$ cat config.mk
export PLATFORM = sky130hd
export DESIGN_NAME = fp_mult_pipe
export DESIGN_NICKNAME = d
export VERILOG_FILES = /design/src/rtl/fp_pkg.sv /design/src/rtl/fp_round_norm.sv /design/src/rtl/fp_mult_pipe.sv
export SDC_FILE = /design/constraint.sdc
export NUM_CORES = 1
export LEC_CHECK = 0
export ABC_AREA = 0
export CAP_MARGIN = 25
export CORE_MARGIN = 2
export CORE_UTILIZATION = 40
export CTS_CLUSTER_SIZE = 8
export DETAILED_ROUTE_END_ITERATION = 6
export DONT_BUFFER_PORTS = 1
export SETUP_SLACK_MARGIN = 0.1
export SKIP_LAST_GASP = 1
export SLEW_MARGIN = 40
export SYNTH_ARGS = -nofsm -noshare
export SYNTH_HDL_FRONTEND = slang
export SYNTH_SLANG_ARGS = --single-unit
$ cat constraint.sdc
create_clock -name clk -period 11.7 [get_ports clk]
set_input_delay 1.17 -clock clk [delete_from_list [all_inputs] [get_ports clk]]
set_output_delay 1.17 -clock clk [all_outputs]
set_load 0.02 [all_outputs]
$ cat src/rtl/fp_pkg.sv
// Shared floating-point helpers for the PE datapath arithmetic blocks.
// Holds the operand class enum, the exception flag struct and width-generic
// helper functions: exponent bias, field extraction, classification and the
// canonical quiet NaN. All helpers work on 64-bit containers, so a caller
// zero-extends its operand and truncates the result to its own widths.
package fp_pkg;

    typedef enum logic [1:0] {
        FP_ZERO,
        FP_NORM,
        FP_INF,
        FP_NAN
    } fp_class_e;

    typedef struct packed {
        logic invalid;
        logic overflow;
        logic underflow;
        logic inexact;
    } fp_flags_t;

    function automatic int fp_bias(input int exp_w);
        return (1 << (exp_w - 1)) - 1;
    endfunction

    function automatic logic [63:0] fp_exp_field(input logic [63:0] x, input int exp_w,
                                                 input int man_w);
        return (x >> man_w) & ((64'd1 << exp_w) - 64'd1);
    endfunction

    function automatic logic [63:0] fp_man_field(input logic [63:0] x, input int man_w);
        return x & ((64'd1 << man_w) - 64'd1);
    endfunction

    // Sign 0, exponent all ones, only the mantissa MSB set.
    function automatic logic [63:0] fp_qnan(input int exp_w, input int man_w);
        return (((64'd1 << exp_w) - 64'd1) << man_w) | (64'd1 << (man_w - 1));
    endfunction

    // Subnormals (exp == 0, man != 0) classify as zero: denormals are flushed.
    function automatic fp_class_e fp_classify(input logic [63:0] e, input logic [63:0] m,
                                              input int exp_w);
        if (e == 64'd0) begin
            return FP_ZERO;
        end
        if (e == ((64'd1 << exp_w) - 64'd1)) begin
            return (m == 64'd0) ? FP_INF : FP_NAN;
        end
        return FP_NORM;
    endfunction

endpackage

$ cat src/rtl/fp_round_norm.sv
// Combinational normalize / round-to-nearest-even / pack for finite results.
// Ports:
//   sign    result sign
//   exp_in  biased exponent of the product, signed, before normalization
//   prod    unsigned (MAN_W+1)x(MAN_W+1) mantissa product, leading one in
//           one of the two top bits
//   result  packed {sign, exp, man}
//   flags   overflow / underflow / inexact (invalid is never raised here)
module fp_round_norm
    import fp_pkg::*;
#(
    parameter int EXP_W = 8,
    parameter int MAN_W = 7,
    localparam int DATA_W = 1 + EXP_W + MAN_W,
    localparam int XW = EXP_W + 2,
    localparam int PW = 2 * MAN_W + 2
) (
    input  logic                 sign,
    input  logic signed [XW-1:0] exp_in,
    input  logic [PW-1:0]        prod,
    output logic [DATA_W-1:0]    result,
    output fp_flags_t            flags
);

    localparam logic signed [XW-1:0] EXP_ONE = 1;
    localparam logic signed [XW-1:0] EXP_MAX = XW'((1 << EXP_W) - 1);

    logic [MAN_W-1:0]      man_keep;
    logic                  guard;
    logic                  sticky;
    logic                  round_up;
    logic [MAN_W:0]        man_rnd;
    logic signed [XW-1:0]  exp_norm;
    logic signed [XW-1:0]  exp_rnd;

    always_comb begin
        // A product in [2,4) carries its leading one in the top bit.
        if (prod[PW-1]) begin
            man_keep = prod[2*MAN_W -: MAN_W];
            guard    = prod[MAN_W];
            sticky   = |prod[MAN_W-1:0];
            exp_norm = exp_in + EXP_ONE;
        end else begin
            man_keep = prod[2*MAN_W-1 -: MAN_W];
            guard    = prod[MAN_W-1];
            sticky   = |prod[MAN_W-2:0];
            exp_norm = exp_in;
        end

        round_up = guard && (sticky || man_keep[0]);
        man_rnd  = {1'b0, man_keep} + (MAN_W+1)'(round_up);
        // Carry out of 1.11..1 leaves a zero mantissa one binade up.
        exp_rnd  = exp_norm + $signed({{(XW-1){1'b0}}, man_rnd[MAN_W]});

        flags = '0;
        if (exp_rnd < EXP_ONE) begin
            result          = {sign, {(DATA_W-1){1'b0}}};
            flags.underflow = 1'b1;
            flags.inexact   = 1'b1;
        end else if (exp_rnd >= EXP_MAX) begin
            result         = {sign, {EXP_W{1'b1}}, {MAN_W{1'b0}}};
            flags.overflow = 1'b1;
            flags.inexact  = 1'b1;
        end else begin
            result        = {sign, exp_rnd[EXP_W-1:0], man_rnd[MAN_W-1:0]};
            flags.inexact = guard || sticky;
        end
    end

endmodule

$ cat src/rtl/fp_mult_pipe.sv
// Pipelined floating-point multiplier with valid/ready handshakes.
// Ports:
//   clk, rst            clock, synchronous active-high reset
//   in_valid/in_ready   operand handshake for A, B, in_tag
//   A, B                operands {sign, exp, man}
//   in_tag              sideband tag returned with the result
//   out_valid/out_ready result handshake
//   O                   product
//   out_tag             tag of the operation that produced O
//   out_flags           {invalid, overflow, underflow, inexact}
// Three registered compute stages (unpack, multiply, round) feed an output
// register; a single global enable stalls the whole chain when the output
// is held, so four operations can be in flight under backpressure.
module fp_mult_pipe
    import fp_pkg::*;
#(
    parameter int EXP_W = 8,
    parameter int MAN_W = 7,
    parameter int TAG_W = 4,
    localparam int DATA_W = 1 + EXP_W + MAN_W
) (
    input  logic              clk,
    input  logic              rst,
    input  logic              in_valid,
    output logic              in_ready,
    input  logic [DATA_W-1:0] A,
    input  logic [DATA_W-1:0] B,
    input  logic [TAG_W-1:0]  in_tag,
    output logic              out_valid,
    input  logic              out_ready,
    output logic [DATA_W-1:0] O,
    output logic [TAG_W-1:0]  out_tag,
    output logic [3:0]        out_flags
);

    localparam int XW = EXP_W + 2;
    localparam int PW = 2 * MAN_W + 2;
    localparam logic signed [XW-1:0] BIAS = XW'(fp_bias(EXP_W));
    localparam logic [DATA_W-1:0]    QNAN = DATA_W'(fp_qnan(EXP_W, MAN_W));

    logic en;
    assign en       = !(out_valid && !out_ready);
    assign in_ready = en;

    // ---- S1: unpack and classify ----
    logic [EXP_W-1:0] exp_a, exp_b;
    logic [MAN_W-1:0] man_a, man_b;
    fp_class_e        cls_a, cls_b;
    logic             snan_in;

    assign exp_a   = EXP_W'(fp_exp_field(64'(A), EXP_W, MAN_W));
    assign exp_b   = EXP_W'(fp_exp_field(64'(B), EXP_W, MAN_W));
    assign man_a   = MAN_W'(fp_man_field(64'(A), MAN_W));
    assign man_b   = MAN_W'(fp_man_field(64'(B), MAN_W));
    assign cls_a   = fp_classify(64'(exp_a), 64'(man_a), EXP_W);
    assign cls_b   = fp_classify(64'(exp_b), 64'(man_b), EXP_W);
    assign snan_in = ((cls_a == FP_NAN) && !man_a[MAN_W-1]) ||
                     ((cls_b == FP_NAN) && !man_b[MAN_W-1]);

    logic             vld_p0, sign_p0, snan_p0;
    fp_class_e        cls_a_p0, cls_b_p0;
    logic [EXP_W-1:0] exp_a_p0, exp_b_p0;
    logic [MAN_W-1:0] man_a_p0, man_b_p0;
    logic [TAG_W-1:0] tag_p0;

    always_ff @(posedge clk) begin
        if (rst) begin
            vld_p0 <= 1'b0;
        end else if (en) begin
            vld_p0 <= in_valid;
        end
    end

    always_ff @(posedge clk) begin
        if (en) begin
            sign_p0  <= A[DATA_W-1] ^ B[DATA_W-1];
            snan_p0  <= snan_in;
            cls_a_p0 <= cls_a;
            cls_b_p0 <= cls_b;
            exp_a_p0 <= exp_a;
            exp_b_p0 <= exp_b;
            man_a_p0 <= man_a;
            man_b_p0 <= man_b;
            tag_p0   <= in_tag;
        end
    end

    // ---- S2: mantissa product, exponent sum, special-case result ----
    logic [PW-1:0]        prod_s2;
    logic signed [XW-1:0] exp_s2;
    logic                 spec_s2;
    logic [DATA_W-1:0]    spec_val_s2;
    fp_flags_t            spec_flags_s2;

    assign prod_s2 = PW'({1'b1, man_a_p0}) * PW'({1'b1, man_b_p0});
    assign exp_s2  = $signed(XW'(exp_a_p0)) + $signed(XW'(exp_b_p0)) - BIAS;

    always_comb begin
        spec_s2       = 1'b1;
        spec_val_s2   = QNAN;
        spec_flags_s2 = '0;
        if (cls_a_p0 == FP_NAN || cls_b_p0 == FP_NAN) begin
            spec_flags_s2.invalid = snan_p0;
        end else if ((cls_a_p0 == FP_INF && cls_b_p0 == FP_ZERO) ||
                     (cls_a_p0 == FP_ZERO && cls_b_p0 == FP_INF)) begin
            spec_flags_s2.invalid = 1'b1;
        end else if (cls_a_p0 == FP_INF || cls_b_p0 == FP_INF) begin
            spec_val_s2 = {sign_p0, {EXP_W{1'b1}}, {MAN_W{1'b0}}};
        end else if (cls_a_p0 == FP_ZERO || cls_b_p0 == FP_ZERO) begin
            spec_val_s2 = {sign_p0, {(DATA_W-1){1'b0}}};
        end else begin
            spec_s2 = 1'b0;
        end
    end

    logic                 vld_p1, sign_p1, spec_p1;
    logic [PW-1:0]        prod_p1;
    logic signed [XW-1:0] exp_p1;
    logic [DATA_W-1:0]    spec_val_p1;
    fp_flags_t            spec_flags_p1;
    logic [TAG_W-1:0]     tag_p1;

    always_ff @(posedge clk) begin
        if (rst) begin
            vld_p1 <= 1'b0;
        end else if (en) begin
            vld_p1 <= vld_p0;
        end
    end

    always_ff @(posedge clk) begin
        if (en) begin
            sign_p1       <= sign_p0;
            spec_p1       <= spec_s2;
            prod_p1       <= prod_s2;
            exp_p1        <= exp_s2;
            spec_val_p1   <= spec_val_s2;
            spec_flags_p1 <= spec_flags_s2;
            tag_p1        <= tag_p0;
        end
    end

    // ---- S3: normalize, round, pack ----
    logic [DATA_W-1:0] rn_result;
    fp_flags_t         rn_flags;

    fp_round_norm #(
        .EXP_W (EXP_W),
        .MAN_W (MAN_W)
    ) u_round_norm (
        .sign   (sign_p1),
        .exp_in (exp_p1),
        .prod   (prod_p1),
        .result (rn_result),
        .flags  (rn_flags)
    );

    logic              vld_p2;
    logic [DATA_W-1:0] res_p2;
    fp_flags_t         flags_p2;
    logic [TAG_W-1:0]  tag_p2;

    always_ff @(posedge clk) begin
        if (rst) begin
            vld_p2 <= 1'b0;
        end else if (en) begin
            vld_p2 <= vld_p1;
        end
    end

    always_ff @(posedge clk) begin
        if (en) begin
            res_p2   <= spec_p1 ? spec_val_p1 : rn_result;
            flags_p2 <= spec_p1 ? spec_flags_p1 : rn_flags;
            tag_p2   <= tag_p1;
        end
    end

    // ---- Output register ----
    always_ff @(posedge clk) begin
        if (rst) begin
            out_valid <= 1'b0;
            O         <= '0;
            out_tag   <= '0;
            out_flags <= '0;
        end else if (en) begin
            out_valid <= vld_p2;
            if (vld_p2) begin
                O         <= res_p2;
                out_tag   <= tag_p2;
                out_flags <= flags_p2;
            end
        end
    end

endmodule

# After elaboration in Yosys (flattened, before gate mapping)
# Index checks and enable logic that the tools add are counted.
# op_classes
addsub	5
n_mul	1
div_mod_pow	0
magnitude_cmp	2
eq_ne	8
shifts	0
muxes	32
bitwise	2
reduce_logical	29
# op_table
cell	count
2-to-1 mux 16 bit	3
2-to-1 mux 15 bit	2
2-to-1 mux 1 bit	17
equality test 8 bit, second input constant	2
zero test 8 bit	2
multiplier 8 x 8 -> 16 bit	1
2-to-1 mux 2 bit	8
zero test 7 bit	2
equality test 2 bit, second input constant	6
adder 10 x 2 -> 10 bit	1
adder 10 x 2 -> 10 bit, second input constant	1
greater-or-equal comparator 10 x 9 -> 1 bit, second input constant	1
< comparator 10 x 2 -> 1 bit, second input constant	1
2-to-1 mux 10 bit	1
subtractor 9 x 7 -> 10 bit, second input constant	1
adder 8 x 8 -> 9 bit	1
adder 7 x 1 -> 8 bit	1
logical OR 1 bit	7
2-to-1 mux 7 bit	1
OR reduction 7 bit	1
logical AND 1 bit	6
OR reduction 6 bit	1
zero test 1 bit	4
zero test 2 bit	2
other kinds (5)	6
# word_totals
reg_bits	141
latchBits	0
mem_bits_rw	0
rom_bits	0
out_inout_bits	26
memories	0

# Longest topological paths before layout
# logic_depth
ltp_word	10
mapped_depth	18
depth_no_buf	18

# Hierarchy
# Synthesis repeated with hierarchy kept, for this count alone.
# hier_totals
hier_cells	738
hier_area_um2	7896.3
# by_module_without_submodules
module	n_inst	cells_per_inst	area_each_um2	seq_area_each_um2
fp_mult_pipe	1	587	6844.1	3563.4
fp_round_norm	1	151	1052.3	0.0

# Least setup slack after synthesis
# OpenSTA, ideal clock, no wires.
# synth_path
path_kind	input port to flip-flop
from	input port out_ready
to	register O[0]
t_arrival_ns	5.366
slack_ns	6.201
stages	6
path_cell_list	nand2b_1 -> clkbuf_1 -> nand2_1 -> clkbuf_1 -> nand2_1 -> a21oi_1
# synth_between
elab_chain_cells	4
# synth_lines
item	line_no	source
start: declaration	fp_mult_pipe.sv:30	input logic out_ready,
zero test 1 bit	fp_mult_pipe.sv:42	assign en = !(out_valid && !out_ready);
logical AND 1 bit	fp_mult_pipe.sv:42	
inverter 1 bit (no source line)	--	
AND reduction 2 bit (no source line)	--	
end signal: assignment	fp_mult_pipe.sv:189	O <= res_p2;
end: declaration	fp_mult_pipe.sv:31	output logic [DATA_W-1:0] O,
# Every way passes these cells.
# A chain may end at the register's enable or synchronous reset.

# Worst setup path after layout
# layout_path
from	register prod_p1[15]
to	register res_p2[8] (data pin)
# layout_between
elab_chain_cells	9
elab_cells_between_ends	13
# layout_lines
item	line_no	source
start: declaration	fp_mult_pipe.sv:117	logic [PW-1:0] prod_p1;
start signal: assignment	fp_mult_pipe.sv:135	prod_p1 <= prod_s2;
2-to-1 mux 1 bit / 2-to-1 mux 7 bit (equally long branches)	fp_round_norm.sv:38	if (prod[PW-1]) begin
logical OR 1 bit	fp_round_norm.sv:50	round_up = guard && (sticky || man_keep[0]);
logical AND 1 bit	fp_round_norm.sv:50	
adder 7 x 1 -> 8 bit	fp_round_norm.sv:51	man_rnd = {1'b0, man_keep} + (MAN_W+1)'(round_up);
adder 10 x 2 -> 10 bit *	fp_round_norm.sv:53	exp_rnd = exp_norm + $signed({{(XW-1){1'b0}}, man_rnd[MAN_W]});
greater-or-equal comparator 10 x 9 -> 1 bit	fp_round_norm.sv:60	end else if (exp_rnd >= EXP_MAX) begin
2-to-1 mux 15 bit	fp_round_norm.sv:60	
2-to-1 mux 15 bit *	fp_round_norm.sv:56	if (exp_rnd < EXP_ONE) begin
2-to-1 mux 16 bit *	fp_mult_pipe.sv:173	res_p2 <= spec_p1 ? spec_val_p1 : rn_result;
end signal: assignment	fp_mult_pipe.sv:173	
end: declaration	fp_mult_pipe.sv:159	logic [DATA_W-1:0] res_p2;
# Mark *: on every way between the ends. The rest lies on a longest branch, timed or not.

==> run summary <==
The run finished with clean final reports. The post-synthesis net count came out at 833. STA classifies the critical path startpoint as a flop.

Entering global routing, the biggest net connects 80 pins. The logs give 0 for the final number of hold-violating endpoints and 3700 um^2 for the area taken by multi-input logic gates. The tools report the number of pins exceeding their max-slew limit in the final report as 0. The first global-routing pass estimated 23,500 um of wire. VDD sags by at most 0.121 mV.

The number of failing setup endpoints in the final timing report was 0; the clock buffer count from CTS was 17. The count of nets left with antenna violations once routing finished came out at 0. The maximum clock skew at final layout was 0.00649 ns. Number of warnings reported in the yosys synthesis log: 0. Once routing completed, OpenROAD measured the worst setup slack at 7.03 ns. TritonCTS built the clock tree. The average instance area after synthesis came out at 10.9 um^2. After detailed routing, the total wire length is 14,000 um. The setup check on the worst reg-to-reg path leaves a slack of 7.03 ns. The post-route netlist has 6.55% of its cells at a drive strength greater than 1. The final critical-path required period came out at 4.67 ns. After routing the design area is 8480 um^2.

The count of cells in the finished layout, fillers not included, comes to 952. The worst-case headroom to the max-slew limit came out at 48.3%. Detailed routing inserted a total of 4,829 vias.

After clock tree synthesis, the clock-pin slew on the worst setup and hold paths is 0.06 ns. After synthesis the cells add up to 7660 um^2. Counting flops with a built-in enable in the synthesized netlist gives 100. The die covers 20,300 um^2.

For the total of fill cells in the finished design, the log shows 1,739. The most common library cell in the layout ignoring fill and taps is sky130_fd_sc_hd__edfxtp_1. The detailed-placement wirelength estimate was 10,500 um; the critical path arrival was 4.82 ns. The period utilization was 39.9%. After global routing the overflow that remains totals 0. Once the floorplan was initialized, standard cells occupied 40.8% of the core. The highest fanout seen on the critical path is 19, and the final core utilization is 45.2%. The endpoint required time on the critical path is 11.86 ns, and the buffers inserted during post-CTS setup optimization is 0.

For the maximum achievable frequency, the log shows 214 MHz. The tools report the library cell used as clock root buffer as sky130_fd_sc_hd__clkbuf_16. The logs give 14.7% for the total routing resource utilization after global routing and 50 for the number of core rows. Across the whole layout, storage elements account for 3560 um^2.

For the initial antenna violation count, the log shows 0. Class of the most critical hold timing path: flop to flop. The critical path class is flop to flop.

The analysis attributes to cell leakage a power of 3.47 nW. The die height came out at 142 um. Setup repair after global routing left no endpoint under its margin. Sort of element at the end of the critical path: a flop. The power density over cell area is 199 nW/um^2, and the hold-fix buffer count after cts is 0.

The post-cts repair resize count is 0. Clock latency on the worst-skew pair, taken at its later pin, is 0.42 ns. The logs give 200 for the detailed router's first-iteration violation count and 4 for the count of TritonRoute iterations in the first routing pass. The run gives 836 as the number of nets in the layout. The run gives 62 as the number of distinct library cells after synthesis.

The synthesis-to-finish area growth was 10.6%; the placed cell count was 919. The overall power consumption came out at 1.69 mW. The tools report the gate count of the mapped netlist as 702. For the aggregate negative setup slack, the log shows 0 ns. Max-cap violations in this run came to 0.

After detailed routing, the average wire length per cell comes to 14.7 um. Before CTS, the worst setup slack after placement is 6.97 ns. The run gives 4,859 as the via count of the first global-routing pass.

0 antenna diodes ended up in the layout. In the synthesized netlist the dominant register cell turns out to be sky130_fd_sc_hd__edfxtp_1. For this run, design rule violations remaining after detail routing come to 0.

The routability congestion estimate was 0.831; the routed via count divided by cell count was 5.07. Core region area: 18,800 um^2. For the pin with the worst max-slew slack, the measured transition is 0.773 ns.

For the number of primary I/O pins, the log shows 66. The portion of the post-synthesis area used by sequential elements is 46.5%. Synthesis inferred 128 register bits. The die is 142 um wide. The tools report the worst-case hold slack as 0.424 ns. The run gives 7890 um^2 as the total cell area at the placement stage.

The clock drives 128 sinks. The clock tree synthesis step divided the H-tree into 4 levels. In this run the tool buffered the top-level ports with 0 buffer cells. The longest clock path from root to sink contains 2 buffers. The proportion of synthesized flip-flops having asynchronous set or reset came out at 0%. The library cells used most frequently in the layout, excluding fill and tap cells, are 100 x sky130_fd_sc_hd__edfxtp_1, 85 x sky130_fd_sc_hd__inv_1, 82 x sky130_fd_sc_hd__nand2_1.
## state kept, by name (all words and copies together), names as in the netlist, 7 cells and up
signal,flops
O,16
exp_a_p0,8
exp_b_p0,8
exp_p1,10
man_a_p0,7
man_b_p0,7
prod_p1,16
res_p2,16
## layer usage
layer | vias up | wire (um) | track usage [%]
li1 | 2422 | - | -
met2 | 101 | 6380 | 23.3
met5 | - | 0 | 0
met4 | 0 | 192 | 5.05
met1 | 2293 | 6730 | 19.5
met3 | 13 | 738 | 4.24
## final cells by class
class / instances / area share, %
clock buffers: 21 / 5.56
clock inverters: 11 / 1.21
inverters: 85 / 3.76
multi-input cells: 471 / 43.7
flip-flops and latches: 128 / 42.0
well taps: 234 / 3.45
repair buffers: 2 / 0.310
## final timing paths
| kind | startpoint | end | cells past startpoint |
|---|---|---|---|
| max | prod_p1[15] | res_p2[8] | 16 |
| min | tag_p1[0] | tag_p2[0] | 0 |
| max reg2reg | prod_p1[15] | res_p2[8] | 16 |
| min reg2reg | tag_p1[0] | tag_p2[0] | 0 |
## synthesized netlist by cell type, types with 5 or more instances
master	count	share of area (%)
sky130_fd_sc_hd__nand4_1	5	0.41
sky130_fd_sc_hd__dfxtp_1	28	7.3
sky130_fd_sc_hd__nor2_1	36	1.8
sky130_fd_sc_hd__nand2b_1	5	0.41
sky130_fd_sc_hd__fa_1	37	9.7
sky130_fd_sc_hd__nor2b_1	7	0.57
sky130_fd_sc_hd__and2_1	41	3.3
sky130_fd_sc_hd__nand3_1	7	0.46
sky130_fd_sc_hd__nor4_1	8	0.65
sky130_fd_sc_hd__edfxtp_1	100	39
sky130_fd_sc_hd__clkbuf_1	15	0.73
sky130_fd_sc_hd__a21oi_1	49	3.2
sky130_fd_sc_hd__xnor2_1	26	3.0
sky130_fd_sc_hd__inv_1	85	4.2
sky130_fd_sc_hd__nor3_1	10	0.65
sky130_fd_sc_hd__nand2_1	82	4.0
sky130_fd_sc_hd__ha_1	54	8.8
sky130_fd_sc_hd__o21ai_0	11	0.72
sky130_fd_sc_hd__xor2_1	14	1.6
## power by group
part	total, mW	internal (mW)	switching, mW
Clock	0.507	0.311	0.196
Combinational	0.515	0.241	0.273
Sequential	0.665	0.596	0.0685
## cells by family (layout without fill, tap and decap cells)
| kind of cell | Yosys count | count (layout) | share of synthesized area (%) |
|---|---|---|---|
| adder cells (fa/ha/maj) | 91 | 91 | 18.5 |
| AO/OA/AOI/OAI | 106 | 106 | 8.77 |
| buffers and inverters | 103 | 119 | 5.29 |
| flip-flops | 128 | 128 | 46.5 |
| AND/OR/NAND/NOR | 226 | 226 | 15.1 |
| multiplexers | 7 | 7 | 0.964 |
| XOR/XNOR | 41 | 41 | 4.87 |
## worst max-delay path: stages, from the launching register on
cell                       delay, ns
sky130_fd_sc_hd__edfxtp_1       0.60
sky130_fd_sc_hd__buf_8          0.25
sky130_fd_sc_hd__nand2b_1       0.15
sky130_fd_sc_hd__a21boi_0       0.23
sky130_fd_sc_hd__nand3b_1       0.17
sky130_fd_sc_hd__nor3b_1        0.32
sky130_fd_sc_hd__and3_1         0.23
sky130_fd_sc_hd__ha_1           0.18
sky130_fd_sc_hd__ha_1           0.21
sky130_fd_sc_hd__nand2_1        0.08
sky130_fd_sc_hd__o21a_1         0.26
sky130_fd_sc_hd__nor4_1         0.63
sky130_fd_sc_hd__a32oi_1        0.19
sky130_fd_sc_hd__xor2_1         0.27
sky130_fd_sc_hd__o41a_1         0.35
sky130_fd_sc_hd__o31a_4         0.20
sky130_fd_sc_hd__o21ai_0        0.09
Note: power is estimated with default switching activity, not from simulation.
